===== config.mk =====
export PLATFORM = sky130hd
export DESIGN_NAME = i2s_master
export DESIGN_NICKNAME = d
export VERILOG_FILES = /design/src/rtl/wm8978_pkg.sv /design/src/rtl/i2s_clk_gen.sv /design/src/rtl/i2s_master.sv
export SDC_FILE = /design/constraint.sdc
export NUM_CORES = 1
export LEC_CHECK = 0
export BUFFER_PORTS_ARGS = -buffer_cell sky130_fd_sc_hd__buf_4
export CAP_MARGIN = 5
export CORE_MARGIN = 3
export CORE_UTILIZATION = 54
export CTS_CLUSTER_SIZE = 30
export DETAILED_ROUTE_END_ITERATION = 6
export PLACE_DENSITY = 0.8
export SLEW_MARGIN = 20
export SYNTH_ARGS = -nofsm -noshare
export SYNTH_HDL_FRONTEND = slang
export SYNTH_SLANG_ARGS = --single-unit

===== constraint.sdc =====
create_clock -name clk -period 2.67 [get_ports clk]
set_clock_uncertainty 0.1 [all_clocks]
set_input_delay 0.4005 -clock clk [delete_from_list [all_inputs] [get_ports clk]]
set_output_delay 0.4005 -clock clk [all_outputs]
set_load 0.01 [all_outputs]

===== src/rtl/wm8978_pkg.sv =====
// rtl/wm8978_pkg.sv - shared constants and types for the I2S master slice
package wm8978_pkg;

    localparam int SLOT_BITS  = 32;
    localparam int FRAME_BITS = 64;
    localparam int POS_W      = $clog2(FRAME_BITS);
    localparam int SLOT_W     = $clog2(SLOT_BITS);

    localparam int WL_16 = 16;
    localparam int WL_20 = 20;
    localparam int WL_24 = 24;

    typedef enum logic [1:0] {
        ST_IDLE,
        ST_RUN,
        ST_DRAIN
    } i2s_state_t;

    function automatic bit wl_legal(input int wl);
        return (wl == WL_16) || (wl == WL_20) || (wl == WL_24);
    endfunction

endpackage


===== src/rtl/i2s_clk_gen.sv =====
// rtl/i2s_clk_gen.sv - BCLK divider, slot position counter and LRC generation
module i2s_clk_gen
    import wm8978_pkg::*;
#(
    parameter int CLK_DIV = 4
) (
    input  logic             clk,
    input  logic             rst_n,
    input  logic             run,
    output logic             aud_bclk,
    output logic             aud_lrc,
    output logic [POS_W-1:0] pos,
    output logic             fall,
    output logic             rise
);

    localparam int DIV_W = $clog2(CLK_DIV);

    logic [DIV_W-1:0] div;
    logic             tc;
    logic [POS_W-1:0] pos_inc;

    // Strobes are high during the clk that ends with the bclk edge
    always_comb begin
        tc      = run && (div == DIV_W'(CLK_DIV - 1));
        fall    = tc && aud_bclk;
        rise    = tc && !aud_bclk;
        pos_inc = pos + POS_W'(1);
    end

    always_ff @(posedge clk or negedge rst_n) begin
        if (!rst_n) begin
            div      <= '0;
            aud_bclk <= 1'b0;
            aud_lrc  <= 1'b0;
            pos      <= '0;
        end else if (!run) begin
            div      <= '0;
            aud_bclk <= 1'b0;
            aud_lrc  <= 1'b0;
            pos      <= '0;
        end else if (tc) begin
            div      <= '0;
            aud_bclk <= !aud_bclk;
            if (aud_bclk) begin
                pos     <= pos_inc;
                aud_lrc <= pos_inc[POS_W-1];
            end
        end else begin
            div <= div + DIV_W'(1);
        end
    end

endmodule


===== src/rtl/i2s_master.sv =====
// rtl/i2s_master.sv - I2S master: run/drain FSM, serializer and deserializer
module i2s_master
    import wm8978_pkg::*;
#(
    parameter int WL      = 16,
    parameter int CLK_DIV = 4
) (
    input  logic        clk,
    input  logic        rst_n,
    input  logic        en,
    output logic        aud_bclk,
    output logic        aud_lrc,
    output logic        aud_dacdat,
    input  logic        aud_adcdat,
    input  logic [31:0] dac_data,
    output logic [31:0] adc_data,
    output logic        rx_chan,
    output logic        rx_done,
    output logic        tx_done
);

    if (!wl_legal(WL) || (CLK_DIV < 2)) begin : g_param_check
        $error("i2s_master: illegal WL or CLK_DIV");
    end

    i2s_state_t        state;
    logic [POS_W-1:0]  pos;
    logic [POS_W-1:0]  fall_pos;
    logic [SLOT_W-1:0] fall_slot;
    logic [SLOT_W-1:0] rise_slot;
    logic              fall;
    logic              rise;
    logic [WL-1:0]     tx_sr;
    logic [WL-1:0]     rx_sr;
    logic              rx_pend;
    logic              rx_pend_chan;
    logic              unused_dac_hi;

    assign unused_dac_hi = ^dac_data[31:WL];

    i2s_clk_gen #(
        .CLK_DIV (CLK_DIV)
    ) u_clk_gen (
        .clk      (clk),
        .rst_n    (rst_n),
        .run      (state != ST_IDLE),
        .aud_bclk (aud_bclk),
        .aud_lrc  (aud_lrc),
        .pos      (pos),
        .fall     (fall),
        .rise     (rise)
    );

    always_comb begin
        fall_pos  = pos + POS_W'(1);
        fall_slot = fall_pos[SLOT_W-1:0];
        rise_slot = pos[SLOT_W-1:0];
    end

    always_ff @(posedge clk or negedge rst_n) begin
        if (!rst_n) begin
            state        <= ST_IDLE;
            aud_dacdat   <= 1'b0;
            adc_data     <= '0;
            rx_chan      <= 1'b0;
            rx_done      <= 1'b0;
            tx_done      <= 1'b0;
            tx_sr        <= '0;
            rx_sr        <= '0;
            rx_pend      <= 1'b0;
            rx_pend_chan <= 1'b0;
        end else begin
            tx_done <= 1'b0;
            rx_done <= 1'b0;
            rx_pend <= 1'b0;
            if (rx_pend) begin
                adc_data <= 32'(rx_sr);
                rx_chan  <= rx_pend_chan;
                rx_done  <= 1'b1;
            end
            case (state)
                ST_IDLE: begin
                    aud_dacdat <= 1'b0;
                    // Entry behaves like a fall onto pos 0 of a left slot
                    if (en) begin
                        state   <= ST_RUN;
                        tx_sr   <= dac_data[WL-1:0];
                        tx_done <= 1'b1;
                    end
                end
                ST_RUN, ST_DRAIN: begin
                    if (fall && (pos == '1) && (state == ST_DRAIN) && !en) begin
                        state      <= ST_IDLE;
                        aud_dacdat <= 1'b0;
                    end else begin
                        state <= en ? ST_RUN : ST_DRAIN;
                        if (fall) begin
                            if (fall_slot == '0) begin
                                tx_sr      <= dac_data[WL-1:0];
                                tx_done    <= 1'b1;
                                aud_dacdat <= 1'b0;
                            end else if (fall_slot <= SLOT_W'(WL)) begin
                                aud_dacdat <= tx_sr[WL-1];
                                tx_sr      <= {tx_sr[WL-2:0], 1'b0};
                            end else begin
                                aud_dacdat <= 1'b0;
                            end
                        end
                    end
                    if (rise && (rise_slot != '0) && (rise_slot <= SLOT_W'(WL))) begin
                        rx_sr <= {rx_sr[WL-2:0], aud_adcdat};
                        if (rise_slot == SLOT_W'(WL)) begin
                            rx_pend      <= 1'b1;
                            rx_pend_chan <= pos[POS_W-1];
                        end
                    end
                end
                default: state <= ST_IDLE;
            endcase
        end
    end

endmodule


==> run summary, run 1 <==
The run finished with clean final reports. The detailed router put a total of 2710 um of wire on met1. The detailed-placement wirelength estimate is 3960 um.

The post-detailed-route via-to-cell ratio is 5.45, and the vias after detailed routing is 2195. The leading cell type in the layout, fill and taps excluded is sky130_fd_sc_hd__dfrtp_1. From synthesis to final layout, the design area changed by 14.7%. The number of antenna diodes in the final layout is 0.

The kind of path behind the tightest hold check was in2async. The synthesized netlist contains 43 unique library cells. VDD sags by at most 0.556 mV. Global routing consumed, over all layers together, 18.8% of the routing resources.

After floorplanning, the core was sized to cover 5710 um^2. In the layout the commonest cells are 65 x sky130_fd_sc_hd__dfrtp_1, 50 x sky130_fd_sc_hd__buf_4, 40 x sky130_fd_sc_hd__mux2_2, 39 x sky130_fd_sc_hd__nand2_1, 30 x sky130_fd_sc_hd__o211ai_1. Detailed routing placed a total of 304 um of wire on met3. The number of nets still failing antenna checks after routing was 0; the cell area after technology mapping was 3280 um^2. Setup violations remaining at the end of the flow were counted as 0. The routed design has 6060 um of wire. The tools report the final total negative setup slack as 0 ps. The critical path in this run is classified as reg2reg. After the last flow step, the layout net total stands at 368. Walking the worst path, the cells encountered are inv_1 > ha_1 > nand3b_1 > a211o_1 > a221o_1 > buf_4 > mux2_4. The logs give 49.5% for the register area share after synthesis and 0 for the final number of hold-violating endpoints.

Dividing the final minimum period by the clock period gives 90.0%. The number of DRC violations after detailed-routing iteration 0 came out at 160. In this run the count of I/O pins placed on the die edge is 74. For the level count of the clock H-tree, the log shows 3.

The vertical extent of the die was 84.0 um. Counting along the longest clock path gives a buffer depth of 2. For the number of global-route vias before repair, the log shows 2178.

On the worst path, the slowest cell contributes a delay of 380 ps. The count of max-cap constraint violations was 0. The run gives 287 as the instance count of the mapped netlist. Before CTS, the worst setup slack after placement is 296 ps. The die covers 7050 um^2. In this run the mean area of a mapped cell was 11.4 um^2. The number of buffers created by CTS was 9; the headroom to the max-slew limit was 46.8%. For the overflow left after global routing, the log shows 0. Once placement completed, the tool counted placed cells totaling 387. The tools report the clock tree root driver cell as sky130_fd_sc_hd__clkbuf_8. The startpoint type of the worst setup path was a flop. The proportion of register bits with asynchronous set or reset after synthesis was 100%; the worst endpoint required time was 2800 ps. The run gives 7 as the count of TritonRoute iterations in the first routing pass. Power spread over the standard cell area amounts to 926 nW/um^2. The floorplan has 27 rows. In the routed design, unresolved DRC markers number 0.

Timing would allow up to 416 MHz. At the end of routability-driven placement, the weighted congestion stood at 0.836. The cts-stage hold buffer count is 0, and the overall die width is 84.0 um.

The highest metal layer carrying signal wires in the routed design is met4. The tools report the largest net degree at the start of global routing as 66. The worst setup path is captured at a flop.

The run gives 1.85 nW as the total leakage power. The run gives 403 as the number of non-filler instances in the completed layout. Number of flip-flops and latches in the synthesized netlist: 65.

The clock-pin slew on the worst setup and hold paths came out at 70 ps. Yosys printed 0 warnings. For the total area of multi-input combinational cells, the log shows 1440 um^2.

Highest net fanout along the worst path: 16. Among all stages on the critical path, the largest delay is contributed by sky130_fd_sc_hd__dfrtp_1. The amount of wire on met2 after detailed routing is 2930 um. The number of antenna violations at the first check in global routing was 0; the minimum hold slack was 44.8 ps. The transition time at the pin with the least slew margin works out to 798 ps.

For this design, the sink count on the clock tree is 65. The worst path meets setup with 266 ps of slack. After layout, the minimum clock period comes to 2400 ps.

The count of pins over their slew limit is 0, and the count of cells resized by post-cts repair is 0. The ratio of cells with drive above 1 in the final layout was 36.0%. Post-CTS timing repair inserted 0 buffers for setup. During placement, the flow inserted port buffers numbering 41. The run gives 10600 um as the wire length of the first global-routing pass. The logs give 452 for the number of fillers in the final layout and 340 ps for the clock network latency to the later pin of the worst-skew pair.

The initial utilization of the core area, before any placement, comes to 57.5%. In the final routed layout, each cell accounts on average for 15.0 um. TritonCTS built the clock tree. Data arrival time of the critical path: 2530 ps. The number of enable flip-flop cells after synthesis is 0, and the register cell area after layout is 1630 um^2.

The design draws 3.49 mW. Setup repair after global routing left no endpoint under its margin. The most used flip-flop cell after synthesis is sky130_fd_sc_hd__dfrtp_1.
stage by stage:
step                utilization [%]  cell area [um^2]
detailed placement             62.4              3560
floorplan                         -              3340
global placement               62.4              3560
CTS                            66.0              3770
finish                         66.0              3770
global route                   66.0              3770
layer usage:
metal | GRT usage, % | vias up
met1 | 24.8 | 1070
met3 | 5.82 | 11
li1 | - | 1051
met4 | 7.16 | 0
met2 | 29.1 | 63
met5 | 0 | -
cells by family after synthesis:
| logic type | Yosys count | share of synthesized area [%] |
|---|---|---|
| AOI/OAI and AO/OA | 47 | 10.6 |
| xor gates and xnor gates | 7 | 1.87 |
| adders and majority gates | 6 | 2.29 |
| buffers and inverters | 45 | 8.27 |
| DFF | 65 | 49.5 |
| muxes | 50 | 18.1 |
| other | 1 | 0.114 |
| and+or+nand+nor | 66 | 9.22 |
cell usage after synthesis, types with 2 or more instances:
cell type | n | area share [%]
sky130_fd_sc_hd__and3_1 | 2 | 0.38
sky130_fd_sc_hd__nand2_1 | 39 | 4.5
sky130_fd_sc_hd__nand4_1 | 2 | 0.38
sky130_fd_sc_hd__o211ai_1 | 30 | 6.9
sky130_fd_sc_hd__buf_6 | 2 | 0.69
sky130_fd_sc_hd__nor2b_1 | 2 | 0.38
sky130_fd_sc_hd__mux2_4 | 9 | 4.1
sky130_fd_sc_hd__mux2_2 | 40 | 14
sky130_fd_sc_hd__clkbuf_1 | 10 | 1.1
sky130_fd_sc_hd__a31oi_1 | 2 | 0.38
sky130_fd_sc_hd__xor2_1 | 4 | 1.1
sky130_fd_sc_hd__inv_1 | 8 | 0.91
sky130_fd_sc_hd__nor2_1 | 9 | 1.0
sky130_fd_sc_hd__nor3_1 | 2 | 0.30
sky130_fd_sc_hd__xnor2_1 | 3 | 0.80
sky130_fd_sc_hd__ha_1 | 6 | 2.3
sky130_fd_sc_hd__and2_1 | 2 | 0.38
sky130_fd_sc_hd__buf_4 | 17 | 3.9
sky130_fd_sc_hd__a21oi_1 | 4 | 0.61
sky130_fd_sc_hd__o21ai_0 | 3 | 0.46
sky130_fd_sc_hd__buf_2 | 5 | 0.76
sky130_fd_sc_hd__dfrtp_1 | 65 | 50
critical path, delay by kind of cell, from the launching register on:
kind | cells | cell delay (ps)
simple gates | 1 | 220
fa+ha+maj | 1 | 320
compound gates | 2 | 650
flops | 1 | 380
mux | 1 | 320
buf+inv | 2 | 290
layout make-up:
cell class	count	area share, %
Timing Repair Buffer	50	9.97
Tap cell	72	2.39
Sequential cell	65	43.2
Multi-Input combinational cell	192	38.3
Clock inverter	7	2.06
Inverter	8	0.797
Clock buffer	9	3.29
final timing paths:
kind	slack, ps	depth (start not counted)	startpoint	end
max in group asynchronous	1900	1	rst_n	rx_sr[5]$_DFFE_PN0P_
worst max register to register	270	7	state[0]$_DFFE_PN0N_	tx_sr[9]$_DFFE_PN0P_
min in group clk	120	2	en	state[1]$_DFFE_PN0N_
worst max-delay path	270	7	state[0]$_DFFE_PN0N_	tx_sr[9]$_DFFE_PN0P_
worst min-delay path	40	1	rst_n	state[0]$_DFFE_PN0N_
worst min register to register	350	1	u_clk_gen.div[0]$_DFF_PN0_	u_clk_gen.div[0]$_DFF_PN0_
flip-flops by register name, summed over array words and instances, names as in the netlist, 2 cells and up:
name           flops
rx_sr             16
tx_sr             16
adc_data          16
u_clk_gen.pos      6
state              2
u_clk_gen.div      2
where the power goes:
part / internal (mW) / total [mW] / switching (mW)
logic: 0.712 / 1.39 / 0.674
clock network: 0.438 / 0.842 / 0.404
registers: 1.16 / 1.26 / 0.0972
Note: power is estimated with default switching activity, not from simulation.
==> run 2, diff against run 1 <==
==> constraint.sdc (replaced) <==
create_clock -name clk -period 2.67 [get_ports clk]
set_clock_uncertainty 0.1 [all_clocks]
set_input_delay 0.267 -clock clk [delete_from_list [all_inputs] [get_ports clk]]
set_output_delay 0.267 -clock clk [all_outputs]
set_load 0.01 [all_outputs]
==> run 2 against run 1 <==
  * Register-to-register slack barely moved
  * Sequential cell count is the same
  * Die area did not move
  * Clock power shrank 0.6%
  * Critical path depth is the same
  * Clock-buffer cell count stayed put
  * Power is 0.40% higher
  * Maximum frequency is 0.35% higher
  * Largest cell class unchanged
==> run summary, run 2 (same netlist as run 1, synthesis figures left out) <==
The number of buffers created by CTS is 9 (unchanged). The tools report the critical path endpoint category as a flop. The ratio of total power to cell area came out at 925 nW/um^2 (-0.13%). The ratio of cells with drive above 1 in the final layout is 35.7% (-0.22 points).

The number of global-route vias before repair was 2286 (+5.0%); the area growth from synthesis to layout was 15.3%. The run gives 0.821 (-1.8%) as the placer congestion estimate. The data arrival time of the critical path is 2520 ps (about the same).

The largest vdd supply drop is 0.603 mV (+8.5%), and the share of the cycle needed by the critical path after routing is 89.7% (-0.31 points). Leaving out fill and tap cells, the most frequent cells in the layout are 65 x sky130_fd_sc_hd__dfrtp_1, 50 x sky130_fd_sc_hd__buf_4, 40 x sky130_fd_sc_hd__mux2_2, 39 x sky130_fd_sc_hd__nand2_1, 30 x sky130_fd_sc_hd__o211ai_1. The run gives 36.0% (about the same) as the share of total power in sequential cells.

The tools report the startpoint type of the worst setup path as a flop. The highest net fanout along the worst path is 16 (unchanged). The run gives 4 (-3) as the count of TritonRoute iterations in the first routing pass. The transition time at the pin with the least slew margin was 792 ps (-6.10 ps); the final total negative setup slack was 0 ps (unchanged).

The run gives 0 (unchanged) as the total setup violations reported at the end of the flow. For the number of buffers on the longest clock path, the log shows 2 (unchanged). The library cell used most frequently in the layout, excluding fill and tap cells, is sky130_fd_sc_hd__dfrtp_1. The minimum hold slack is 63.6 ps (+18.8 ps), and the level count of the clock H-tree is 3 (unchanged). The final number of hold-violating endpoints came out at 0 (unchanged). The antenna diode instance count came out at 0 (unchanged). The headroom to the max-slew limit is 47.2% (+0.41 points), and the met2 capacity usage during global routing is 30.4% (+1.3 points).

After global routing, the most crowded layer is met2. The tools report the count of pins over their slew limit as 0 (unchanged). The number of DRC violations after detailed-routing iteration 0 was 175 (+9.4%); the part of the power in combinational logic was 40.1% (+0.4 points). The post-detailed-route via-to-cell ratio works out to 5.59 (+2.7%). The number of antenna violations at the first check in global routing was 0 (unchanged); the net switching share of the total power was 33.9% (+0.23 points).

The relative contribution of the clock network to total power is 23.9% (-0.2 points). TritonCTS built the clock tree. The clock network latency to the later pin of the worst-skew pair is 340 ps (about the same). The run gives 0 (unchanged) as the count of cells resized by post-cts repair. The flow ran to the end, and the final reports show no timing, DRC or antenna violations. The critical path in this run is classified as reg2reg. Aggregate global-route resource usage: 18.8% (-0.026 points). Average detailed-routed wire length per instance: 15.2 um (+0.74%). The number of nets at the end of the flow was 370 (+0.54%); the detailed-placement wirelength estimate was 4130 um (+4.1%). The overall die width was 84.0 um (unchanged); the largest net degree at the start of global routing was 66 (unchanged). The tools report the initial core utilization as 57.5% (unchanged). The final standard cell area without fillers was 3790 um^2 (+0.53%); the total leakage power was 1.85 nW (-0.18%).

The run gives 0 (unchanged) as the overflow left after global routing. The first element of the critical path was state[0]$_DFFE_PN0N_. The number of clock sinks came out at 65 (unchanged). The instance area after placement was 3560 um^2 (unchanged).

The vertical extent of the die is 84.0 um (unchanged). The number of placement rows was 27 (unchanged). The area of the core region was 5710 um^2 (unchanged); the number of nets still failing antenna checks after routing was 0 (unchanged). The met3 layer usage reported by global route was 5.92% (+0.099 points). The I/O pin count is 74 (unchanged). The power spent charging and discharging nets was 1.19 mW (+1.1%).

The startpoint identified for the worst hold timing path is aud_adcdat. The maximum operating frequency was 417 MHz (+0.35%); the remaining design rule violation count was 0 (unchanged). The clock tree root driver cell was sky130_fd_sc_hd__clkbuf_8. The clock-pin slew on the worst setup and hold paths was 70 ps (about the same).

The shortest clock period the worst path allows after layout came out at 2400 ps (-8.29 ps). The tools report the worst flop-to-flop path startpoint as state[0]$_DFFE_PN0N_. Setup repair after global routing left no endpoint under its margin. The internal power of the cells is 2.32 mW (about the same), and the number of buffers inserted by port buffering is 41 (unchanged). For the full die area, the log shows 7050 um^2 (unchanged).

The run gives 10800 um (+1.8%) as the wire length of the first global-routing pass. The kind of path behind the tightest hold check was in2reg. Vias after detailed routing: 2265 (+3.2%).

The largest registers in the layout are adc_data x16, rx_sr x16, tx_sr x16. Global-route met1 utilization: 23.8% (-1.0 points). Worst endpoint required time: 2790 ps (about the same).

The aggregate routed wire length is 6140 um (+1.2%), and the count of max-cap constraint violations is 0 (unchanged).
[run 2: timing repair]
action                                 in CTS  in global routing
hold buffers                                2                  0
setup endpoints to repair                   0                  0
setup buffers                               0                  0
endpoints found under the hold margin      66                  0
[run 2: final cells by class]
| cell class | count | area (um^2) |
|---|---|---|
| timing repair buffer | 52 | 395 |
| clock buffer | 9 | 124 |
| fill | 440 | 1920 |
| multi-input combinational | 192 | 1440 |
| sequential | 65 | 1630 |
| inverter | 8 | 30.0 |
| tap | 72 | 90.1 |
| clock inverter | 7 | 77.6 |
[run 2: stage by stage]
step / power (mW) / util, % / setup slack (ps) / cells
CTS: 3.55 / 66.3 / 269 / 405
global placement: 2.63 / 62.4 / 328 / 387
global route: 3.76 / 66.3 / 148 / 405
detailed placement: 2.69 / 62.4 / 293 / 387
finish: 3.50 / 66.3 / 274 / 405
floorplan: 2.46 / - / 391 / 302
[run 2: worst paths after layout]
kind | endpoint | cells past startpoint | slack (ps)
max in group asynchronous | tx_sr[6]$_DFFE_PN0P_ | 2 | 1490
hold reg to reg | u_clk_gen.div[0]$_DFF_PN0_ | 1 | 340
hold / removal | rx_sr[0]$_DFFE_PN0P_ | 2 | 60
setup / recovery | tx_sr[9]$_DFFE_PN0P_ | 7 | 270
setup reg to reg | tx_sr[9]$_DFFE_PN0P_ | 7 | 270
min in group asynchronous | u_clk_gen.div[0]$_DFF_PN0_ | 2 | 450
[run 2: power groups by stage]
stage	registers, mW	logic, mW	clock network (mW)
3_5_place_dp	1.28	1.41	0
5_1_grt	1.28	1.56	0.917
4_1_cts	1.26	1.42	0.864
6_report	1.26	1.40	0.837
2_1_floorplan	1.26	1.20	0
3_3_place_gp	1.27	1.37	0
[run 2: layer usage]
metal,vias up,part of all wire (%)
met4,0,0.96
met1,1128,42
met2,75,51
met5,-,0
met3,7,6.1
li1,1055,-
[run 2: critical path, stage by stage, from the launching register on]
cell and delay, ps:
sky130_fd_sc_hd__dfrtp_1 380, sky130_fd_sc_hd__inv_1 70, sky130_fd_sc_hd__ha_1 310, sky130_fd_sc_hd__nand3b_1 210, sky130_fd_sc_hd__a211o_1 290, sky130_fd_sc_hd__a221o_1 360, sky130_fd_sc_hd__buf_4 230, sky130_fd_sc_hd__mux2_4 320
